## src/rtl/alu_pin_driver.sv

```systemverilog
`timescale 1ns/1ps
// alu_pin_driver: host-side initiator for the pin-level ALU tile.
// Accepts a request, packs it onto two 8-bit pin buses, waits a programmable
// settle time, samples the tile result and returns it on a response port,
// comparing against a locally computed expected value for add/sub opcodes.
module alu_pin_driver #(
  parameter int unsigned SETTLE_CYCLES = 2  // legal range 1..15
) (
  input  logic       clk,
  input  logic       rst,
  input  logic       req_valid,
  output logic       req_ready,
  input  logic [3:0] req_opcode,
  input  logic [5:0] req_op1,
  input  logic [5:0] req_op2,
  output logic [7:0] pin_a_out,
  output logic [7:0] pin_b_out,
  input  logic [7:0] pin_res_in,
  output logic       rsp_valid,
  input  logic       rsp_ready,
  output logic [7:0] rsp_result,
  output logic       rsp_checked,
  output logic       rsp_mismatch,
  output logic       busy,
  output logic [7:0] err_count
);

  localparam logic [3:0] LP_CNT_LOAD = 4'(SETTLE_CYCLES - 1);

  typedef enum logic [1:0] {
    ST_IDLE   = 2'd0,
    ST_SETTLE = 2'd1,
    ST_RESP   = 2'd2
  } state_t;

  state_t     r_state;
  state_t     w_next_state;

  logic [3:0] r_cnt;
  logic [7:0] r_expected;
  logic       r_exp_defined;
  logic [7:0] r_pin_a;
  logic [7:0] r_pin_b;
  logic       r_rsp_valid;
  logic [7:0] r_rsp_result;
  logic       r_rsp_checked;
  logic       r_rsp_mismatch;
  logic [7:0] r_err_count;

  logic       w_accept;
  logic       w_sample;
  logic       w_mismatch;
  logic       w_exp_defined;
  logic [7:0] w_expected;

  // Ready only in IDLE and never while reset is held, so nothing is accepted
  // on the reset edge.
  assign req_ready = (r_state == ST_IDLE) && !rst;
  assign w_accept  = req_valid && req_ready;
  assign w_sample  = (r_state == ST_SETTLE) && (r_cnt == 4'd0);

  // Mismatch is only meaningful for opcodes with a defined expected value.
  assign w_mismatch = r_exp_defined && (pin_res_in != r_expected);

  // Expected result from the raw request (operands zero-extended, mod 256).
  // NOTE: every combinational output gets a default first so no path leaves
  // it unassigned, which would otherwise infer a latch.
  always_comb begin
    w_expected    = 8'h00;
    w_exp_defined = 1'b0;
    case (req_opcode)
      4'd0: begin
        w_expected    = {2'b00, req_op1} + {2'b00, req_op2};
        w_exp_defined = 1'b1;
      end
      4'd1: begin
        w_expected    = {2'b00, req_op1} - {2'b00, req_op2};
        w_exp_defined = 1'b1;
      end
      default: ;
    endcase
  end

  // State register.
  // NOTE: sequential state uses non-blocking assignments so every flop
  // samples pre-edge values regardless of block ordering.
  always_ff @(posedge clk) begin
    if (rst) r_state <= ST_IDLE;
    else     r_state <= w_next_state;
  end

  // Next-state logic: accept -> settle countdown -> hold response until taken.
  always_comb begin
    w_next_state = r_state;
    case (r_state)
      ST_IDLE:   if (w_accept)  w_next_state = ST_SETTLE;
      ST_SETTLE: if (w_sample)  w_next_state = ST_RESP;
      ST_RESP:   if (rsp_ready) w_next_state = ST_IDLE;
      default:                  w_next_state = ST_IDLE;
    endcase
  end

  // Datapath: capture request and drive pins on accept, count down the
  // settle time, sample the tile result, and hold the response until taken.
  // Pins intentionally keep their last value between transactions.
  always_ff @(posedge clk) begin
    if (rst) begin
      r_cnt          <= 4'd0;
      r_expected     <= 8'h00;
      r_exp_defined  <= 1'b0;
      r_pin_a        <= 8'h00;
      r_pin_b        <= 8'h00;
      r_rsp_valid    <= 1'b0;
      r_rsp_result   <= 8'h00;
      r_rsp_checked  <= 1'b0;
      r_rsp_mismatch <= 1'b0;
      r_err_count    <= 8'h00;
    end else begin
      case (r_state)
        ST_IDLE: begin
          if (w_accept) begin
            r_pin_a       <= {req_op2[5:4], req_op1};
            r_pin_b       <= {req_opcode, req_op2[3:0]};
            r_expected    <= w_expected;
            r_exp_defined <= w_exp_defined;
            r_cnt         <= LP_CNT_LOAD;
          end
        end
        ST_SETTLE: begin
          if (w_sample) begin
            r_rsp_result   <= pin_res_in;
            r_rsp_checked  <= r_exp_defined;
            r_rsp_mismatch <= w_mismatch;
            r_rsp_valid    <= 1'b1;
            if (w_mismatch && (r_err_count != 8'hFF))
              r_err_count <= r_err_count + 8'd1;
          end else begin
            r_cnt <= r_cnt - 4'd1;
          end
        end
        ST_RESP: begin
          if (rsp_ready) r_rsp_valid <= 1'b0;
        end
        default: ;
      endcase
    end
  end

  assign pin_a_out    = r_pin_a;
  assign pin_b_out    = r_pin_b;
  assign rsp_valid    = r_rsp_valid;
  assign rsp_result   = r_rsp_result;
  assign rsp_checked  = r_rsp_checked;
  assign rsp_mismatch = r_rsp_mismatch;
  assign busy         = (r_state != ST_IDLE);
  assign err_count    = r_err_count;

endmodule

```

## config.mk

```make
export PLATFORM = sky130hd
export DESIGN_NAME = alu_pin_driver
export DESIGN_NICKNAME = d
export VERILOG_FILES = /design/src/rtl/alu_pin_driver.sv
export SDC_FILE = /design/constraint.sdc
export NUM_CORES = 1
export LEC_CHECK = 0
export CORE_AREA = 3 3 98 100
export DETAILED_ROUTE_END_ITERATION = 12
export DIE_AREA = 0 0 101 103
export PLACE_DENSITY_LB_ADDON = 0.2
export RECOVER_POWER = 25
export SYNTH_ARGS = -nofsm -noshare
export SYNTH_HDL_FRONTEND = slang
export SYNTH_SLANG_ARGS = --single-unit
```

## constraint.sdc

```tcl
create_clock -name clk -period 2.8 [get_ports clk]
set_clock_uncertainty 0.1 [all_clocks]
set_input_delay 0.42 -clock clk [delete_from_list [all_inputs] [get_ports clk]]
set_output_delay 0.42 -clock clk [all_outputs]
set_load 0.02 [all_outputs]
```

==> reports/metrics.csv, run 1 <==
metric,value,unit
outcome,finished clean,
drtIter0Drc,72,
cts_setup_buffers,0,
rows,34,
yosysMostFrequentCell,nand2_1,
viasPerCell,4.76,
synth.top_cell.area_share,38.4,%
hold-worst-slack,0.355,ns
yosys_warnings,0,
clock-root-buffer,clkbuf_8,
synth_ff_type,dfxtp_1,
clock-sinks,50,
yosysTopAreaCell,dfxtp_1,
post-route-period-util,88.3,%
post_synth_fa_ha_maj_area_fraction,8.74,%
critPathLaunchType,input pin,
min_from,pin_a_out[2],
post-place-cells,484,
die-area,10400,µm²
cts_buffers,5,
power_density,448,nW/µm²
htreeDepth,2,
clock_path_buffers,2,
syn_area_per_cell,8.19,µm²
area_growth,32.5,%
syn_area,2600,µm²
synthCells,318,
fillers,918,
initial_core_util,29.7,%
vias,2341,
synthXorXnorAreaFrac,3.70,%
multiInputGateArea,1450,µm²
ant_nets,0,
hpwl,5.11,mm
crit_family,simple AND/OR/NAND/NOR gates,
synth.mux.area_fraction,2.79,%
routed_wl,6.69,mm
worst_pin_slew,0.842,ns
die_y,103,µm
antenna_cells,0,
slew_violations,0,
synth_compound_area_share,15.6,%
synth_top_family_by_area,simple AND/OR/NAND/NOR gates,
hold_class,reg2reg,
cp-end-kind,register,
cp-startpoint,req_op1[0],
drv_cap,0,
crit_path_max_incr_delay,0.50,ns
seqCellArea,1000,µm²
path_cells,clkdlybuf4s50_1 -> ha_1 -> inv_1 -> fa_1 -> nor3_1 -> or3_1 -> a221oi_1 -> or4_1 -> a31oi_1,
fin_crit,2.47,ns
synth_enable_flop_cells,0,
worstSkewPairLatency,0.31,ns
peakVddDrop,215,µV
io_buffers,64,
grt_pass1_wl,11.4,mm
io_pins,65,
worst_slack,0.327,ns
drive_above_1_share,7.29,%
r2r-start,r_cnt[0],
cp_max_fo,3,
route.detailed.drc,0,
core_area,8760,µm²
dpl_worst_slack,0.0266,ns
max_slew_margin,43.9,%
finalNetCount,428,
place_congestion,0.811,
synth-async-reset-ratio,0,%
ys_seq_elements,50,
cp_slowest_cell,clkdlybuf4s50_1,
rsz0062_at_grt,false,
cts_tree,done,
max_freq,404,MHz
finalHoldViolations,0,
first_pass_iters,4,
p_leak,1.33,nW
setup_viol,0,
ys_types,52,
cts_resized,0,
worst-endpoint-arrival,2.61,ns
yosysSeqAreaShare,38.4,%
final_util,39.4,%
design_area,3450,µm²
synth_fp_nets,363,
crit_type,in2reg,
antenna_found_initial,0,
grt_max_degree,38,
track_usage,13.6,%
grt_overflow,0,
yosys.area_share.simple,24.7,%
power.total,1.55,mW
grt_pass1_vias,2405,
path_clk_slew,0.09,ns
synth_area_leaders,"dfxtp_1 38%, nand2_1 9.4%, a21oi_1 7.7%, ha_1 7.2%, xnor2_1 3.4%",
fin_setup_tns,0,ns
path_buf_inv,2,
wl_per_cell,13.6,µm
cp.required,2.93,ns
yosys-top-cells-count,"65 x nand2_1, 50 x dfxtp_1, 40 x a21oi_1",
layout.cells.non_filler,492,
die_w,101,µm
hold_buffers,0,
post_dp_cell_area,3360,µm²
## cell type report
type | count | share of cell area, %
Clock inverter | 2 | 0.363
Inverter | 16 | 1.74
Timing Repair Buffer | 74 | 20.5
Sequential cell | 50 | 29.0
Clock buffer | 6 | 2.39
Tap cell | 108 | 3.92
Multi-Input combinational cell | 236 | 42.1
## kinds of logic (layout without fill, tap and decap cells)
group,after synthesis,in the layout
and+or+nand+nor,133,133
DFF,50,50
adders and majority gates,17,17
AOI/OAI and AO/OA,68,68
buffers and inverters,32,98
xor gates and xnor gates,11,11
muxes,7,7
## final timing paths
path / endpoint / depth (start not counted) / slack [ns]
hold / removal: pin_a_out[2] / 2 / 0.35
setup / recovery: r_expected[6] / 9 / 0.33
hold reg to reg: pin_a_out[2] / 2 / 0.35
setup reg to reg: err_count[7] / 7 / 0.40
## tightest hold or removal path, cell delays in order, from the launching register on
cell	delay [ns]
dfxtp_1	0.31
nand2_1	0.05
a21oi_1	0.05
## per-layer routing
| layer | vias up | GRT usage [%] | wire length [µm] |
|---|---|---|---|
| li1 | 1213 | - | - |
| met1 | 1059 | 18.2 | 3280 |
| met2 | 63 | 21.9 | 2880 |
| met3 | 6 | 3.79 | 455 |
| met4 | 0 | 3.48 | 70 |
| met5 | - | 0 | 0 |
## where the power goes
group          internal [mW]  total (mW)  leakage, nW  switching, mW
combinational          0.159       0.341        0.873          0.182
sequential             0.742       0.764        0.407         0.0222
clock                  0.199       0.442       0.0472          0.243
## registers in the layout (all words and copies together), names as in the netlist
| signal | count |
|---|---|
| err_count | 8 |
| pin_a_out | 8 |
| pin_b_out | 8 |
| r_cnt | 4 |
| r_exp_defined | 1 |
| r_expected | 8 |
| r_state | 2 |
| rsp_checked | 1 |
| rsp_mismatch | 1 |
| rsp_result | 8 |
| rsp_valid | 1 |
## placed cells by master, fill, tap and decap left out, types with 6 or more instances in the layout
cell             instances
or4_1                    6
nor2b_1                  7
dfxtp_1                 50
a21oi_1                 40
clkbuf_8                 6
ha_1                    15
nand2_1                 65
nor2_1                  21
xnor2_1                 10
o21ai_0                  9
buf_4                    9
inv_1                   16
clkdlybuf4s50_1         60
Note: power is estimated with default switching activity, not from simulation.
==> run 2: changes to the inputs <==
HOLD_SLACK_MARGIN = 0.06   (was not set)
==> results of run 2 <==
No change in the layout: final DEF, timing and power equal those of run 1.
